<file path="src/rtl/bidir_pad_sched.sv">
// bidir_pad_sched: round-robin scheduler sharing one bidirectional tristate pad
// between requesters A and B. Transactions are WIDTH bits, bit-serial, MSB first.
// Writes drive the pad and are followed by TURN_CYC released cycles. Reads
// release the pad and shift the sampled level into the LSB of the shift register.
// Optional macro BIDIR_PAD_SYNC_EN: adds a 2-flop synchronizer on pad_o and
// extends SAMPLE by 2 cycles, so the captured bits still line up with SAMPLE
// cycles 1..WIDTH.
module bidir_pad_sched #(
    parameter int WIDTH    = 8,
    parameter int TURN_CYC = 2
) (
    input  logic             CLK,
    input  logic             RESET_N,
    input  logic             req_a,
    input  logic             wr_a,
    input  logic [WIDTH-1:0] wdata_a,
    output logic             ack_a,
    input  logic             req_b,
    input  logic             wr_b,
    input  logic [WIDTH-1:0] wdata_b,
    output logic             ack_b,
    output logic [WIDTH-1:0] rdata,
    output logic             busy,
    output logic             pad_t,
    output logic             pad_i,
    input  logic             pad_o
);

`ifdef BIDIR_PAD_SYNC_EN
    localparam int SAMPLE_CYC = WIDTH + 2;
`else
    localparam int SAMPLE_CYC = WIDTH;
`endif
    // Wide enough for WIDTH+2 sample cycles (max 34) and TURN_CYC (max 15).
    localparam int CW = 6;

    typedef enum logic [2:0] {IDLE, DRIVE, TURN, SAMPLE, DONE} state_t;

    state_t           state, state_next;
    logic [WIDTH-1:0] shreg, shreg_next;
    logic [CW-1:0]    cnt, cnt_next;
    logic             last_b, last_b_next;
    logic             sel_b, sel_b_next;
    logic             grant_b;
    logic [WIDTH-1:0] rdata_next;
    logic             ack_a_next, ack_b_next;
    logic             pad_t_next, pad_i_next, busy_next;
    logic             pad_bit;

`ifdef BIDIR_PAD_SYNC_EN
    logic sync1, sync2;

    // Two-flop synchronizer bringing the pad level into the clock domain.
    always_ff @(posedge CLK) begin
        if (!RESET_N) begin
            sync1 <= 1'b0;
            sync2 <= 1'b0;
        end else begin
            sync1 <= pad_o;
            sync2 <= sync1;
        end
    end

    assign pad_bit = sync2;
`else
    assign pad_bit = pad_o;
`endif

    // Next-state logic; outputs are computed from the next state so they register cleanly.
    always_comb begin
        state_next  = state;
        shreg_next  = shreg;
        cnt_next    = cnt;
        last_b_next = last_b;
        sel_b_next  = sel_b;
        rdata_next  = rdata;
        grant_b     = 1'b0;
        case (state)
            IDLE: begin
                if (req_a || req_b) begin
                    grant_b     = req_b && (!req_a || !last_b);
                    sel_b_next  = grant_b;
                    last_b_next = grant_b;
                    shreg_next  = grant_b ? wdata_b : wdata_a;
                    if (grant_b ? wr_b : wr_a) begin
                        state_next = DRIVE;
                        cnt_next   = CW'(WIDTH - 1);
                    end else begin
                        state_next = SAMPLE;
                        cnt_next   = CW'(SAMPLE_CYC - 1);
                    end
                end
            end
            DRIVE: begin
                shreg_next = {shreg[WIDTH-2:0], 1'b0};
                if (cnt == '0) begin
                    if (TURN_CYC == 0) begin
                        state_next = DONE;
                    end else begin
                        state_next = TURN;
                        cnt_next   = CW'(TURN_CYC - 1);
                    end
                end else begin
                    cnt_next = cnt - CW'(1);
                end
            end
            TURN: begin
                if (cnt == '0) begin
                    state_next = DONE;
                end else begin
                    cnt_next = cnt - CW'(1);
                end
            end
            SAMPLE: begin
                shreg_next = {shreg[WIDTH-2:0], pad_bit};
                if (cnt == '0) begin
                    state_next = DONE;
                    rdata_next = shreg_next;
                end else begin
                    cnt_next = cnt - CW'(1);
                end
            end
            DONE: begin
                state_next = IDLE;
            end
            default: begin
                state_next = IDLE;
            end
        endcase
        ack_a_next = (state_next == DONE) && !sel_b_next;
        ack_b_next = (state_next == DONE) && sel_b_next;
        pad_t_next = (state_next != DRIVE);
        pad_i_next = (state_next == DRIVE) ? shreg_next[WIDTH-1] : 1'b0;
        busy_next  = (state_next != IDLE);
    end

    // State and registered outputs; reset aborts any transaction and releases the pad.
    always_ff @(posedge CLK) begin
        if (!RESET_N) begin
            state  <= IDLE;
            shreg  <= '0;
            cnt    <= '0;
            last_b <= 1'b1;
            sel_b  <= 1'b0;
            rdata  <= '0;
            ack_a  <= 1'b0;
            ack_b  <= 1'b0;
            pad_t  <= 1'b1;
            pad_i  <= 1'b0;
            busy   <= 1'b0;
        end else begin
            state  <= state_next;
            shreg  <= shreg_next;
            cnt    <= cnt_next;
            last_b <= last_b_next;
            sel_b  <= sel_b_next;
            rdata  <= rdata_next;
            ack_a  <= ack_a_next;
            ack_b  <= ack_b_next;
            pad_t  <= pad_t_next;
            pad_i  <= pad_i_next;
            busy   <= busy_next;
        end
    end

endmodule
</file>
<file path="config.mk">
export PLATFORM = sky130hd
export DESIGN_NAME = bidir_pad_sched
export DESIGN_NICKNAME = d
export VERILOG_FILES = /design/src/rtl/bidir_pad_sched.sv
export SDC_FILE = /design/constraint.sdc
export NUM_CORES = 1
export LEC_CHECK = 0
export CORE_AREA = 10 10 69 65
export CTS_BUF_LIST = sky130_fd_sc_hd__clkbuf_8
export CTS_CLUSTER_SIZE = 14
export DETAILED_ROUTE_END_ITERATION = 16
export DIE_AREA = 0 0 79 75
export PLACE_DENSITY = 0.79
export SYNTH_ARGS = -nofsm -noshare
export SYNTH_HDL_FRONTEND = slang
export SYNTH_SLANG_ARGS = --single-unit
</file>
<file path="constraint.sdc">
create_clock -name CLK -period 2.1 [get_ports CLK]
set_input_delay 0.42 -clock CLK [delete_from_list [all_inputs] [get_ports CLK]]
set_output_delay 0.42 -clock CLK [all_outputs]
set_load 0.02 [all_outputs]
</file>
==> flow_metrics.py <==
metrics = {
    "global_routing": {
        "grt_pass1_wl_um": 6310,
        "gr-total-overflow": 0,
        "track_usage_pct": 13.6,
        "grt_max_degree": 16,
        "grt_antenna_before_repair": 0,
        "grt_pass1_vias": 1344,
    },
    "detailed_routing": {
        "drtIter0Drc": 86,
        "wl_per_cell_um": 15.4,
        "drc": 0,
        "drt_pass1_iterations": 4,
        "wl_um": 3790,
        "via_per_inst": 5.45,
        "vias": 1340,
        "ant_nets": 0,
    },
    "clocking": {
        "htreeDepth": 2,
        "clk_pin_slew_ns": 0.07,
        "clockBufferDepth": 2,
        "cts_tree": "yes",
        "cts_resized": 0,
        "post_cts_buffers": 0,
        "cts_buffers": 5,
        "cts-root-buf": "clkbuf_8",
        "postCtsHoldBufs": 0,
        "clock_sinks": 32,
        "clk_latency_ns": 0.29,
    },
    "layout": {
        "diodes": 0,
        "drive_gt1_share_pct": 16.7,
        "area_growth_pct": 35.9,
        "final_area_sq_um": 2060,
        "final_common_cell": "clkdlybuf4s50_1",
        "num-nets-final": 228,
        "layout_common_cells": "clkdlybuf4s50_1 (35), dfxtp_1 (32), a21oi_1 (14), o21ai_0 (13), nor2b_1 (11)",
        "fillers": 273,
    },
    "placement": {
        "place_congestion": 0.827,
        "portBuffers": 35,
        "post-place-ws_ns": -0.109,
        "hpwlAfterDp_um": 2930,
        "place_area_sq_um": 1960,
    },
    "power": {
        "p_leak_nw": 0.842,
        "power.density_nw_per_um2": 1180,
        "irDropWorstVdd_mv": 0.561,
    },
    "job": {
        "cap_violations": 0,
    },
    "sta": {
        "fin_skew_ns": 0.00463,
        "rsz0062_at_grt": "false",
        "fin_ws_ns": 0.191,
        "setup_viol": 0,
        "hold_viol_final": 0,
        "worst-slew-pin-transition_ns": 0.438,
        "finalMaxSlewViolations": 0,
        "slew_headroom_pct": 70.5,
        "period_minus_slack_ns": 1.91,
        "clock.fmax_mhz": 524,
        "setup_tns_ns": 0,
        "period_share_pct": 90.9,
    },
    "synthesis": {
        "yosysWarnings": 0,
        "synth_top_flop_cell": "dfxtp_1",
        "async_flop_share_pct": 0,
        "yosysSeqAreaShare_pct": 42.3,
        "synth_top_area_cell": "dfxtp_1",
        "synth_edf_count": 0,
        "synth-seq-cells": 32,
        "syn_inst": 158,
        "synth_cell_types": 38,
        "synth_area_sq_um": 1510,
        "avgSynthCellArea_sq_um": 9.58,
        "syn-num-nets": 183,
        "synthTopCellsByArea": "dfxtp_1 (42%), mux2i_1 (6.6%), mux2_2 (6.0%)",
        "synth_top_area_share_pct": 42.3,
    },
    "worst_hold_path": {
        "worstHoldStart": "cnt[5]",
        "hold_path_class": "reg2reg",
        "whs_path_depth": 2,
        "min_to": "cnt[5]",
    },
    "die": {
        "row_count": 19,
        "ioPinCount": 36,
        "die_x_um": 79,
        "die_area_sq_um": 5930,
        "fp.coreArea_sq_um": 3040,
        "die_y_um": 75,
        "start_util_pct": 49.8,
    },
    "worst_setup_path": {
        "critical_path_class": "in2reg",
        "r2r_setup_slack_ns": 0.28,
        "timing.rr.start": "cnt[0]",
        "rr_worst_depth": 5,
        "cp_data_required_time_ns": 2.33,
        "critPathArrivalTime_ns": 2.14,
        "r2r-end": "cnt[5]",
        "critPathLaunchType": "primary input",
        "path_max_fanout": 6,
        "cp-end-kind": "flip-flop",
    },
    "outcome": {
        "status": "finished clean",
    },
}
Yosys cell counts (all sizes together) (3+ instances only):
master   n
o21ai   13
a22oi    6
buf      4
a211oi   3
nor2     7
a21oi   14
dfxtp   32
mux2     8
nor2b   11
mux2i   10
or3      4
inv      8
clkbuf   4
nand2    5
layout make-up:
| class | count | area (sq um) | share of cell area (%) |
|---|---|---|---|
| multi-input cells | 110 | 796 | 38.7 |
| flip-flops and latches | 32 | 641 | 31.1 |
| repair buffers | 46 | 445 | 21.7 |
| clock buffers | 6 | 82.6 | 4.01 |
| well taps | 42 | 52.6 | 2.55 |
| inverters | 8 | 30.0 | 1.46 |
| clock inverters | 2 | 10.0 | 0.487 |
logic make-up after synthesis:
family	synth area share [%]
simple gates	15.0
buf+inv	5.12
mux	12.6
compound gates	23.3
fa+ha+maj	1.65
flops	42.3
worst max-delay path by stage:
stage | startpoint | end | slack [ns] | cells past startpoint
floorplan | cnt[0] | cnt[5] | 0.38 | 5
global placement | req_a | cnt[5] | -0.05 | 5
detailed placement | req_a | cnt[5] | -0.11 | 5
CTS | req_a | cnt[5] | 0.21 | 5
global route | req_a | cnt[2] | 0.09 | 6
finish | req_a | cnt[5] | 0.19 | 5
per-layer routing:
layer | global-route usage [%] | vias to the layer above | wire length, um
li1 | - | 675 | -
met5 | 0 | - | 0
met4 | 7.16 | 0 | 29
met3 | 5.83 | 2 | 268
met1 | 14.9 | 625 | 1690
met2 | 22.0 | 38 | 1810
sequential cells by signal (all words and copies together) (netlist names):
register and count:
ack_a 1, ack_b 1, busy 1, cnt 6, last_b 1, pad_i 1, pad_t 1, rdata 8
sel_b 1, shreg 8, state 3
power breakdown:
group | leakage (nW) | switching (mW) | total, mW | internal (mW)
sequential | 0.262 | 0.125 | 0.888 | 0.764
combinational | 0.529 | 0.556 | 1.06 | 0.502
clock | 0.0510 | 0.229 | 0.490 | 0.261
total | 0.842 | 0.909 | 2.44 | 1.53
per-stage QoR:
step	utilization [%]	cells	power (mW)	hold WS, ns
after floorplan	-	158	1.61	0.478
after global placement	64.6	238	1.91	0.489
after detailed placement	64.6	238	1.95	0.505
final	67.6	246	2.44	0.511
after global routing	67.6	246	2.60	0.537
after CTS	67.6	246	2.44	0.514
critical path: stages:
cell and delay, ns:
clkdlybuf4s50_1 0.56, nor4_1 0.11, a311o_1 0.38, or4b_1 0.52, a21oi_1 0.15
No activity file was read; power rests on OpenSTA's default activity.
